`src/rtl/muldiv_unit.sv`:
```
// muldiv_unit -- iterative RV32M multiply/divide unit.
//
// Runs beside the single-cycle ALU on the same rs1/rs2 operands. The control
// unit issues start and then stalls on busy. done pulses for one cycle when
// result is valid.
//
// Multiply: radix-2 shift-add on operand magnitudes, with the sign fixed up
// at the end. Divide: restoring division on magnitudes, truncating toward
// zero. Divide-by-zero and signed overflow bypass the iteration and complete
// on the start edge.
//
// Ports
//   clk     in   rising-edge clock
//   reset   in   asynchronous active-low reset
//   start   in   operation request; only sampled while busy=0
//   flush   in   synchronous abort of the operation in flight
//   op      in   funct3: 0 MUL, 1 MULH, 2 MULHSU, 3 MULHU,
//                       4 DIV, 5 DIVU, 6 REM, 7 REMU
//   a, b    in   rs1 / rs2 operands
//   busy    out  operation in progress; start is ignored
//   done    out  one-cycle pulse; result is valid
//   result  out  result register; held until the next accepted operation
//
// State table
//   state  | meaning
//   S_IDLE | waiting for start; fast-path ops complete here
//   S_CALC | XLEN shift-add or subtract-compare iterations
//   S_FIN  | sign correction and result select, then load result
module muldiv_unit #(
  parameter int XLEN = 32
) (
  input  logic            clk,
  input  logic            reset,
  input  logic            start,
  input  logic            flush,
  input  logic [2:0]      op,
  input  logic [XLEN-1:0] a,
  input  logic [XLEN-1:0] b,
  output logic            busy,
  output logic            done,
  output logic [XLEN-1:0] result
);

  localparam int CNT_W = $clog2(XLEN) + 1;

  localparam logic [CNT_W-1:0]  CNT_LAST = CNT_W'(XLEN - 1);
  localparam logic [CNT_W-1:0]  CNT_ONE  = CNT_W'(1);
  localparam logic [XLEN-1:0]   X_ONE    = XLEN'(1);
  localparam logic [2*XLEN-1:0] P_ONE    = (2*XLEN)'(1);
  localparam logic [XLEN-1:0]   MOST_NEG = {1'b1, {(XLEN-1){1'b0}}};

  typedef enum logic [1:0] {
    S_IDLE = 2'd0,
    S_CALC = 2'd1,
    S_FIN  = 2'd2
  } state_t;

  state_t state_q, state_d;

  logic [2:0]       op_q;
  logic             a_neg_q;
  logic             b_neg_q;
  // hi_q: upper product half / partial remainder.
  // lo_q: multiplier then lower product half / dividend then quotient.
  // bv_q: multiplicand / divisor magnitude.
  logic [XLEN-1:0]  hi_q;
  logic [XLEN-1:0]  lo_q;
  logic [XLEN-1:0]  bv_q;
  logic [CNT_W-1:0] cnt_q;
  logic [XLEN-1:0]  result_q;
  logic             done_q;

  // ---------------------------------------------------------------------------
  // Input decode: sign handling, magnitudes and fast-path detection
  // ---------------------------------------------------------------------------
  logic            a_sgn_in, b_sgn_in;
  logic            a_neg_in, b_neg_in;
  logic [XLEN-1:0] a_mag_in, b_mag_in;
  logic            fast_in;
  logic [XLEN-1:0] fast_res;

  always_comb begin
    a_sgn_in = (op == 3'd1) || (op == 3'd2) || (op == 3'd4) || (op == 3'd6);
    b_sgn_in = (op == 3'd1) || (op == 3'd4) || (op == 3'd6);
    a_neg_in = a_sgn_in && a[XLEN-1];
    b_neg_in = b_sgn_in && b[XLEN-1];
    // The magnitude of the most-negative value still fits as unsigned XLEN.
    a_mag_in = a_neg_in ? (~a + X_ONE) : a;
    b_mag_in = b_neg_in ? (~b + X_ONE) : b;

    // Divide by zero, or signed DIV/REM (op[0]=0) overflowing on MIN / -1.
    fast_in  = op[2] && ((b == '0) ||
                         (!op[0] && (a == MOST_NEG) && (b == '1)));
    if (b == '0) begin
      fast_res = op[1] ? a : '1;
    end else begin
      fast_res = op[1] ? '0 : MOST_NEG;
    end
  end

  // ---------------------------------------------------------------------------
  // One iteration step
  // ---------------------------------------------------------------------------
  logic [XLEN:0]   mul_sum;
  logic [XLEN:0]   div_shift;
  logic [XLEN:0]   div_diff;
  logic            div_ok;
  logic [XLEN-1:0] step_hi, step_lo;

  always_comb begin
    // Shift-add: add multiplicand when the current multiplier bit is set,
    // then shift the {carry, hi, lo} chain right by one.
    mul_sum   = {1'b0, hi_q} + {1'b0, (lo_q[0] ? bv_q : '0)};
    // Restoring divide: bring in the next dividend bit, try subtracting.
    div_shift = {hi_q, lo_q[XLEN-1]};
    div_diff  = div_shift - {1'b0, bv_q};
    div_ok    = !div_diff[XLEN];

    if (op_q[2]) begin
      step_hi = div_ok ? div_diff[XLEN-1:0] : div_shift[XLEN-1:0];
      step_lo = {lo_q[XLEN-2:0], div_ok};
    end else begin
      step_hi = mul_sum[XLEN:1];
      step_lo = {mul_sum[0], lo_q[XLEN-1:1]};
    end
  end

  // ---------------------------------------------------------------------------
  // Final sign correction and result select
  // ---------------------------------------------------------------------------
  logic [2*XLEN-1:0] prod, prod_s;
  logic [XLEN-1:0]   mul_res, quot_s, rem_s, fin_res;

  always_comb begin
    prod    = {hi_q, lo_q};
    prod_s  = (a_neg_q ^ b_neg_q) ? (~prod + P_ONE) : prod;
    mul_res = (op_q == 3'd0) ? prod_s[XLEN-1:0] : prod_s[2*XLEN-1:XLEN];
    quot_s  = (a_neg_q ^ b_neg_q) ? (~lo_q + X_ONE) : lo_q;
    // Remainder follows the sign of the dividend.
    rem_s   = a_neg_q ? (~hi_q + X_ONE) : hi_q;
    if (op_q[2]) begin
      fin_res = op_q[1] ? rem_s : quot_s;
    end else begin
      fin_res = mul_res;
    end
  end

  // ---------------------------------------------------------------------------
  // FSM: state register
  // ---------------------------------------------------------------------------
  always_ff @(posedge clk or negedge reset) begin
    if (!reset) begin
      state_q <= S_IDLE;
    end else begin
      state_q <= state_d;
    end
  end

  // ---------------------------------------------------------------------------
  // FSM: next state
  // ---------------------------------------------------------------------------
  always_comb begin
    state_d = state_q;
    case (state_q)
      S_IDLE: begin
        if (start && !flush && !fast_in) begin
          state_d = S_CALC;
        end
      end
      S_CALC: begin
        if (flush) begin
          state_d = S_IDLE;
        end else if (cnt_q == CNT_LAST) begin
          state_d = S_FIN;
        end
      end
      S_FIN:   state_d = S_IDLE;
      default: state_d = S_IDLE;
    endcase
  end

  // ---------------------------------------------------------------------------
  // FSM: outputs
  // ---------------------------------------------------------------------------
  always_comb begin
    busy   = (state_q != S_IDLE);
    done   = done_q;
    result = result_q;
  end

  // ---------------------------------------------------------------------------
  // Datapath registers
  // ---------------------------------------------------------------------------
  always_ff @(posedge clk or negedge reset) begin
    if (!reset) begin
      op_q     <= '0;
      a_neg_q  <= 1'b0;
      b_neg_q  <= 1'b0;
      hi_q     <= '0;
      lo_q     <= '0;
      bv_q     <= '0;
      cnt_q    <= '0;
      result_q <= '0;
      done_q   <= 1'b0;
    end else begin
      done_q <= 1'b0;
      case (state_q)
        S_IDLE: begin
          if (start && !flush) begin
            if (fast_in) begin
              result_q <= fast_res;
              done_q   <= 1'b1;
            end else begin
              // Multiply is commutative, so both op classes share one load:
              // lo holds a (multiplier / dividend), bv holds b.
              op_q    <= op;
              a_neg_q <= a_neg_in;
              b_neg_q <= b_neg_in;
              hi_q    <= '0;
              lo_q    <= a_mag_in;
              bv_q    <= b_mag_in;
              cnt_q   <= '0;
            end
          end
        end
        S_CALC: begin
          if (!flush) begin
            hi_q  <= step_hi;
            lo_q  <= step_lo;
            cnt_q <= cnt_q + CNT_ONE;
          end
        end
        S_FIN: begin
          if (!flush) begin
            result_q <= fin_res;
            done_q   <= 1'b1;
          end
        end
        default: ;
      endcase
    end
  end

endmodule

```
`config.mk`:
```
export PLATFORM = sky130hd
export DESIGN_NAME = muldiv_unit
export DESIGN_NICKNAME = d
export VERILOG_FILES = /design/src/rtl/muldiv_unit.sv
export SDC_FILE = /design/constraint.sdc
export NUM_CORES = 1
export LEC_CHECK = 0
export BUFFER_PORTS_ARGS = -buffer_cell sky130_fd_sc_hd__buf_2
export CAP_MARGIN = 20
export CORE_MARGIN = 5
export CORE_UTILIZATION = 45
export CTS_CLUSTER_DIAMETER = 200
export DETAILED_ROUTE_END_ITERATION = 10
export GPL_TIMING_DRIVEN = 0
export PLACE_DENSITY = 0.64
export SETUP_SLACK_MARGIN = 0.4
export SLEW_MARGIN = 10
export SYNTH_ARGS = -nofsm -noshare
export SYNTH_HDL_FRONTEND = slang
export SYNTH_SLANG_ARGS = --single-unit
```
`constraint.sdc`:
```
create_clock -name clk -period 8.6 [get_ports clk]
set_input_delay 0.86 -clock clk [delete_from_list [all_inputs] [get_ports clk]]
set_output_delay 0.86 -clock clk [all_outputs]
set_load 0.05 [all_outputs]
```
# Word level (Yosys, flattened, before mapping)
# Cells that the tools add are included.
[word_totals]
ff_bits = 142
input_bits = 71
output_inout_bits = 34
elab_cells = 107
[op_classes]
add_sub_neg = 8
n_bitwise = 7
muxes = 39
reduce_logical = 27
n_eq_ne = 16
[ops]
columns = ["op", "n"]
rows = [
  ["$mux 32", 23],
  ["$pmux 32 s2", 3],
  ["$add 32x1->32 const B", 4],
  ["$not 32->32", 4],
  ["$add 64x1->64 const B", 1],
  ["$eq 32x32->1 const B", 2],
  ["$mux 64", 1],
  ["$not 64->64", 1],
  ["$add 32x32->33", 1],
  ["$sub 33x32->33", 1],
  ["$logic_not 32->1", 1],
  ["$mux 6", 3],
  ["$ne 2x2->1 const B", 6],
  ["$pmux 6 s2", 1],
  ["$reduce_and 4->1", 2],
  ["$logic_and 1x1->1", 7],
  ["$add 6x1->6 const B", 1],
  ["$eq 3x3->1 const B", 2],
  ["$eq 6x5->1 const B", 1],
  ["$logic_or 1x1->1", 6],
  ["$mux 2", 3],
  ["$reduce_bool 2->1", 3],
  ["$logic_not 1->1", 4],
  ["$pmux 2 s2", 1],
  ["13 further kinds", 15],
]

# Depth between registers and ports, before layout
# Gate-level depths: netlist (run 1).
[logic_depth]
word_depth = 9
depth_mapped = 14
depth_no_buf = 13

# Worst setup path after synthesis (run 1)
# No wires, ideal clock.
[synth_path]
kind = "input port to flip-flop"
from = "input a[14]"
to = "register result_q[27], in the netlist result[27]"
setup_ns = 0.126
stages = 7
path_buffers = 1
required_ns = 8.474
slack_ns = 5.220
arrival_time_ns = 3.254
path_cell_list = "or3_1 -> or3_1 -> or4_4 -> o41ai_4 -> a41oi_2 -> clkbuf_1 -> a221o_1"
[synth_via]
elab_chain_cells = 7
[synth_lines]
columns = ["element", "line", "rtl"]
rows = [
  ["from (decl)", "37", "input logic [XLEN-1:0] a,"],
  ["$eq 32x32->1", "93", "(!op[0] && (a == MOST_NEG) && (b == '1)));"],
  ["$logic_and 1x1->1 (2 in a row)", "93", ""],
  ["$logic_or 1x1->1", "92", "fast_in = op[2] && ((b == '0) ||"],
  ["$logic_and 1x1->1", "92", ""],
  ["$ne 2x2->1 (no line)", "n/a", ""],
  ["$reduce_and 4->1 (no line)", "n/a", ""],
  ["to (signal assigned)", "211", "result_q <= fast_res;"],
  ["to (signal assigned)", "235", "result_q <= fin_res;"],
  ["to (decl)", "70", "logic [XLEN-1:0] result_q;"],
]
# Every way passes these cells.
# A chain may end at the register's enable or synchronous reset.

# Final worst setup path (run 1)
[layout_path]
from = "register lo_q[31]"
to = "register hi_q[29]"
[layout_via]
elab_chain_cells = 5
[layout_lines]
columns = ["element", "line", "rtl"]
rows = [
  ["from (decl)", "67", "logic [XLEN-1:0] lo_q;"],
  ["from (signal assigned)", "220", "lo_q <= a_mag_in;"],
  ["from (signal assigned)", "229", "lo_q <= step_lo;"],
  ["$sub 33x32->33", "116", "div_diff = div_shift - {1'b0, bv_q};"],
  ["$mux 32", "120", "step_hi = div_ok ? div_diff[XLEN-1:0] : div_shift[XLEN-1:0];"],
  ["$mux 32", "119", "if (op_q[2]) begin"],
  ["$mux 32", "227", "if (!flush) begin"],
  ["$pmux 32 s2", "207", "case (state_q)"],
  ["to (signal assigned)", "228", "hi_q <= step_hi;"],
  ["to (decl)", "66", "logic [XLEN-1:0] hi_q;"],
]
# Every way passes these cells. The select of a mux whose other input is x is not followed.

==> run_results.csv, run 1 <==
group,metric,value,unit
grt,grt_pass1_vias,15011,
placed_design,gp_congestion,0.986,
pwr,p_leak,7.16,nW
worst_setup_path,path_cells,"inv_1, ha_1, fa_1, nand2b_1, a21oi_1, o211a_1, nor3_1, or2_0, clkbuf_1, o21ai_1, nand2_1, clkbuf_1, a32oi_1, o211ai_1",
placed_design,dp_hpwl,49400,um
worst_setup_path,slowest_delay,640,ps
detailed_routing,drt-initial-drc-count,1747,
cts,clkTransAtPathRegs,70,ps
synthesis,ys_ff_latch,142,
die,die_area,36200,sq um
cts,clock_latency,470,ps
cts,cts_buffer_depth,2,
flow_run,drv_cap,0,
layout,antenna_cells,0,
cts,clockRootBuffer,"clkbuf_16",
layout,fin_nets,2221,
worst_hold_path,min_path_type,"input port to asynchronous set/reset pin",
pwr,combPwrFrac,63.7,%
die,initial_utilization,45.2,%
worst_setup_path,crit_arrival,4900,ps
synthesis,syn-cell-area,14600,sq um
worst_setup_path,critPathBufInv,3,
grt,antenna_found_initial,0,
layout,final_common_cell,"nand2_1",
timing,drv_slew,0,
synthesis,synth.area.top_cells,"dfrtp_1 24%, xnor2_1 6.8%, o21ai_0 6.6%",
grt,grt_overflow,0,
synthesis,seq_area_frac_synth,24.3,%
timing,fmax,0.219,GHz
die,die_x,190,um
pwr,seqPwrFrac,20.7,%
detailed_routing,drt_wl_total,62300,um
placed_design,portBuffers,103,
pwr,switchingPower,2.72,mW
pwr,clkPwrFrac,15.6,%
synthesis,synth.distinct_cells,85,
timing,period_minus_slack,4560,ps
cts,cts_buffers,17,
worst_setup_path,crit_top_cell,"clkbuf_1",
die,ios,105,
die,num_rows,66,
synthesis,ys.flop_type,"dfrtp_1",
cts,cts.sinks,142,
cts,ctsHoldBuffers,0,
detailed_routing,viasPerCell,6.24,
run_status,outcome,"completed",
worst_setup_path,cp_slowest_cell,"o21ai_1",
synthesis,synth-edff-count,0,
timing,hold_viol,0,
cts,ctsResizeCount,0,
cts,cts_setup_buffers,0,
pwr,internal-power,2.43,mW
synthesis,yosysWarnings,0,
worst_setup_path,worst_ep_required_time,8940,ps
die,coreArea,32300,sq um
timing,slew_headroom,40.4,%
detailed_routing,wl_per_cell,24.6,um
cts,cts_tree,"yes",
detailed_routing,first_pass_iters,6,
pwr,peakVddDrop,232,uV
timing,rsz0062_at_grt,"false",
worst_setup_path,crit_family,"compound AO/OA/AOI/OAI gates",
layout,synthToLayoutAreaGrowth,11.8,%
grt,grt_usage,33.7,%
timing,post-route-period-util,53.0,%
pwr,cellPowerDensity,315,nW/um^2
synthesis,synth-async-reset-ratio,100,%
grt,grt_max_degree,95,
synthesis,synthCells,1955,
timing,setup_viol,0,
synthesis,synth_fp_nets,2098,
worst_setup_path,critical_path_class,"flip-flop to flip-flop",
detailed_routing,postRouteAntennaNets,0,
detailed_routing,drc,0,
worst_setup_path,start_kind,"flip-flop",
detailed_routing,via_count,15812,
synthesis,yosys.area.top_type,"dfrtp_1",
cts,h-tree-depth,4,
timing,skew,17.0,ps
worst_setup_path,cp_max_fo,10,
worst_setup_path,worst_setup_path_end_kind,"flip-flop",
timing,worst_pin_slew,894,ps
synthesis,syn_avg_cell_area,7.47,sq um
grt,grt_pass1_wl,93000,um
die,dieHeight,190,um
timing,fin_tns_setup,0,ps
pwr,total_power,5.15,mW
pwr,switching_share,52.7,%
layout,drive_gt1_share,8.94,%
layout,final_cell_mix,"225 x nand2_1, 192 x o21ai_0, 157 x nor2_1",
synthesis,synth_top_area_share,24.3,%
## power by group through the flow
stage                     combinational [mW]  clock, mW  sequential, mW
after detailed placement                3.18          0            1.06
after CTS                               3.20      0.813            1.05
final                                   3.28      0.805            1.07
after floorplan                         2.31          0           0.963
after global routing                    3.53      0.839            1.08
after global placement                  3.16          0            1.06
## area by class of cell
cell class              instances  area, sq um
plain buffers                 130          524
clock buffers                  17          425
clock inverters                15          188
fillers                      3247        16000
inverters                      83          312
multi-input cells            1600        10200
flip-flops and latches        142         3550
well taps                     442          553
repair buffers                104          553
## cell usage after synthesis (13+ instances only)
| cell | instances |
|---|---|
| a21o_1 | 26 |
| a21oi_1 | 152 |
| a31oi_1 | 25 |
| buf_2 | 13 |
| clkbuf_1 | 106 |
| dfrtp_1 | 142 |
| ha_1 | 70 |
| inv_1 | 81 |
| mux2i_1 | 46 |
| nand2_1 | 225 |
| nand2b_1 | 22 |
| nand3_1 | 37 |
| nand4_1 | 19 |
| nor2_1 | 157 |
| nor2b_1 | 19 |
| nor3_1 | 43 |
| nor4_1 | 22 |
| o211ai_1 | 22 |
| o21a_1 | 18 |
| o21ai_0 | 192 |
| o21ai_1 | 39 |
| o221ai_1 | 13 |
| o31ai_1 | 36 |
| or3_1 | 21 |
| or4_1 | 14 |
| xnor2_1 | 114 |
| xor2_1 | 79 |
## kinds of logic (layout without fill, tap and decap cells)
family / Yosys count / count (layout) / synth area share [%]
AOI/OAI and AO/OA: 645 / 645 / 27.7
and+or+nand+nor: 639 / 639 / 20.9
buffers and inverters: 213 / 349 / 5.72
xor gates and xnor gates: 193 / 193 / 11.6
DFF: 142 / 142 / 24.3
adders and majority gates: 72 / 72 / 6.27
muxes: 51 / 51 / 3.54
## layer usage
metal  share of wire (%)  vias to the layer above  track usage, %
li1                    -                     7285               -
met1                  40                     7554            43.3
met2                  46                      808            54.8
met3                 7.9                      165            4.46
met4                 6.2                        0            19.1
met5                   0                        -               0
## flip-flops by register name, summed over array words and instances (netlist names)
register / count
bv_q: 32
hi_q: 32
lo_q: 32
result: 32
cnt_q: 6
op_q: 3
state_q: 2
a_neg_q: 1
b_neg_q: 1
done: 1
## path summary, 6_finish.rpt
kind | startpoint | endpoint | slack [ps] | depth (start not counted)
max | lo_q[31] | hi_q[29] | 4040 | 14
min | reset | lo_q[20] | 290 | 1
max reg2reg | lo_q[31] | hi_q[29] | 4040 | 14
min reg2reg | result[3] | result[3] | 470 | 2
max in group asynchronous | reset | hi_q[14] | 7420 | 2
min in group clk | result[3] | result[3] | 470 | 2
## metrics by stage
stage	util (%)	instances	area (sq um)	setup WS (ps)	hold WS (ps)
floorplan	-	1955	14600	5220	448
global placement	48.5	2500	15700	4190	451
detailed placement	48.7	2501	15700	4190	459
CTS	50.6	2533	16300	4240	298
global route	50.6	2533	16300	3940	329
finish	50.6	2533	16300	4040	289
## worst reg2reg max path, cell delays in order (launching register included)
cell and delay (ps):
dfrtp_1 410, inv_1 180, ha_1 280, fa_1 390, nand2b_1 210, a21oi_1 280
o211a_1 310, nor3_1 90, or2_0 260, clkbuf_1 180, o21ai_1 640, nand2_1 400
clkbuf_1 380, a32oi_1 300, o211ai_1 110
Power figures use the tool's default switching activity.
==> run 2: changes to the inputs <==
- PLACE_DENSITY: 0.64 -> 0.67
- clock period: 8.6 -> 3.94 ns (I/O delays scaled with it)
==> run_results.csv, run 2 (synthesized netlist as in run 1, its figures left out) <==
group,metric,value,unit
layout,stdcell_count,2544,
die,die_area,36200,sq um
layout,regArea,3560,sq um
timing,skew,11.7,ps
pwr,internal-power,5.43,mW
detailed_routing,drt-initial-drc-count,1796,
layout,finish.instance_area,16600,sq um
pwr,seqPwrFrac,20.3,%
die,num_rows,66,
die,coreArea,32300,sq um
detailed_routing,drt_wl_total,62500,um
run_status,outcome,"completed",
placed_design,placedCellCount,2501,
cts,cts_buffers,17,
cts,clockRootBuffer,"clkbuf_16",
detailed_routing,wl_per_cell,24.6,um
detailed_routing,first_pass_iters,5,
cts,h-tree-depth,4,
worst_setup_path,worst_ep_required_time,4330,ps
placed_design,portBuffers,103,
timing,period_minus_slack,3520,ps
timing,fin_hold_ws,239,ps
cts,cts_tree,"yes",
pwr,p_leak,7.26,nW
detailed_routing,viasPerCell,6.35,
grt,grt_max_degree,95,
cts,clock_latency,460,ps
worst_hold_path,min_path_type,"input port to flip-flop",
worst_setup_path,crit_arrival,3910,ps
cts,cts_buffer_depth,2,
pwr,switching_share,52.8,%
timing,fmax,0.284,GHz
grt,grt_usage,34.0,%
timing,fin_ws,423,ps
layout,antenna_cells,0,
grt,antenna_found_initial,1,
pwr,total_power,11.5,mW
layout,multi_input_area,10500,sq um
timing,rsz0062_at_grt,"true",
timing,drv_slew,0,
pwr,clkPwrFrac,14.0,%
pwr,cellPowerDensity,691,nW/um^2
layout,final_cell_mix,"224 x nand2_1, 184 x o21ai_0, 154 x nor2_1",
grt,grt_pass1_wl,94600,um
die,initial_utilization,45.2,%
layout,final_util,51.5,%
layout,num-fill-cells,3281,
pwr,switchingPower,6.06,mW
pwr,peakVddDrop,409,uV
placed_design,placed_area,15700,sq um
die,ios,105,
detailed_routing,postRouteAntennaNets,0,
layout,drive_gt1_share,11.7,%
timing,setup_viol,0,
cts,clkTransAtPathRegs,70,ps
pwr,combPwrFrac,65.7,%
die,dieHeight,190,um
timing,post-route-period-util,89.3,%
cts,cts.sinks,142,
worst_setup_path,critical_path_class,"flip-flop to flip-flop",
placed_design,post-place-ws,-553,ps
worst_setup_path,start_kind,"flip-flop",
grt,grt_pass1_vias,15468,
layout,synthToLayoutAreaGrowth,13.9,%
die,die_x,190,um
worst_setup_path,worst_setup_path_end_kind,"flip-flop",
worst_setup_path,cp_max_fo,8,
grt,grt_overflow,0,
layout,final_common_cell,"nand2_1",
detailed_routing,drc,0,
timing,slew_headroom,37.3,%
placed_design,dp_hpwl,48800,um
detailed_routing,via_count,16156,
placed_design,gp_congestion,1.05,
timing,fin_tns_setup,0,ps
timing,worst_pin_slew,937,ps
layout,fin_nets,2233,
timing,hold_viol,0,
flow_run,drv_cap,0,
==> run 2: changes by cell type in the layout (fill, tap and decap cells not counted), moves of 4 or more <==
cell      previous run  this run
buf_4                3        15
dfrtp_2              0         5
o21ai_1             39        45
a21oi_1            152       148
inv_8                6         0
clkbuf_1           106        97
dfrtp_1            142       137
o21ai_0            192       184
==> run 2: critical path, stage by stage (launching register included) <==
cell      delay [ps]
dfrtp_1          410
clkbuf_1         320
or3_1            430
or4_1            480
clkbuf_2         190
or3b_1           440
or2_1            260
nand2_1           90
xnor2_1          130
o221ai_1         170
a221oi_2         390
a21o_1           130
==> run 2: final cells by class <==
class,count,area share [%]
tap,442,3.32
timing repair buffer,116,3.88
buffer,130,3.33
multi-input combinational,1600,62.9
inverter,83,1.89
sequential,142,21.4
clock buffer,19,2.60
clock inverter,12,0.692
==> run 2: per-layer routing <==
metal	wire [um]	global-route usage (%)	up-vias
li1	-	-	7312
met1	25200	44.0	7763
met2	28100	54.0	886
met3	5150	5.63	193
met4	3970	19.6	2
met5	8	0	-
==> run 2: power by group through the flow <==
stage	sequential [mW]	clock [mW]	combinational, mW
after floorplan	2.10	0	5.04
after global routing	2.35	1.68	8.12
after global placement	2.31	0	6.88
final	2.33	1.61	7.55
after detailed placement	2.31	0	6.96
after CTS	2.29	1.62	7.17
==> run 2: what timing repair did <==
item / CTS / global route
setup endpoints to repair: 40 / 51
gates resized for setup: 36 / 54
hold buffers: 1 / 0
pin swaps: 4 / 10
hold endpoints to repair: 48 / 0
buffers inserted: 5 / 6
==> run 2: worst paths after layout <==
| kind | start | to | slack (ps) | cells after the start |
|---|---|---|---|---|
| worst min-delay path | b[31] | bv_q[31] | 240 | 3 |
| worst max-delay path | hi_q[18] | result[30] | 420 | 11 |
| worst max register to register | hi_q[18] | result[30] | 420 | 11 |
| max in group asynchronous | reset | hi_q[14] | 2610 | 3 |
| worst min register to register | result[4] | result[4] | 460 | 2 |
| min in group asynchronous | reset | lo_q[20] | 440 | 2 |
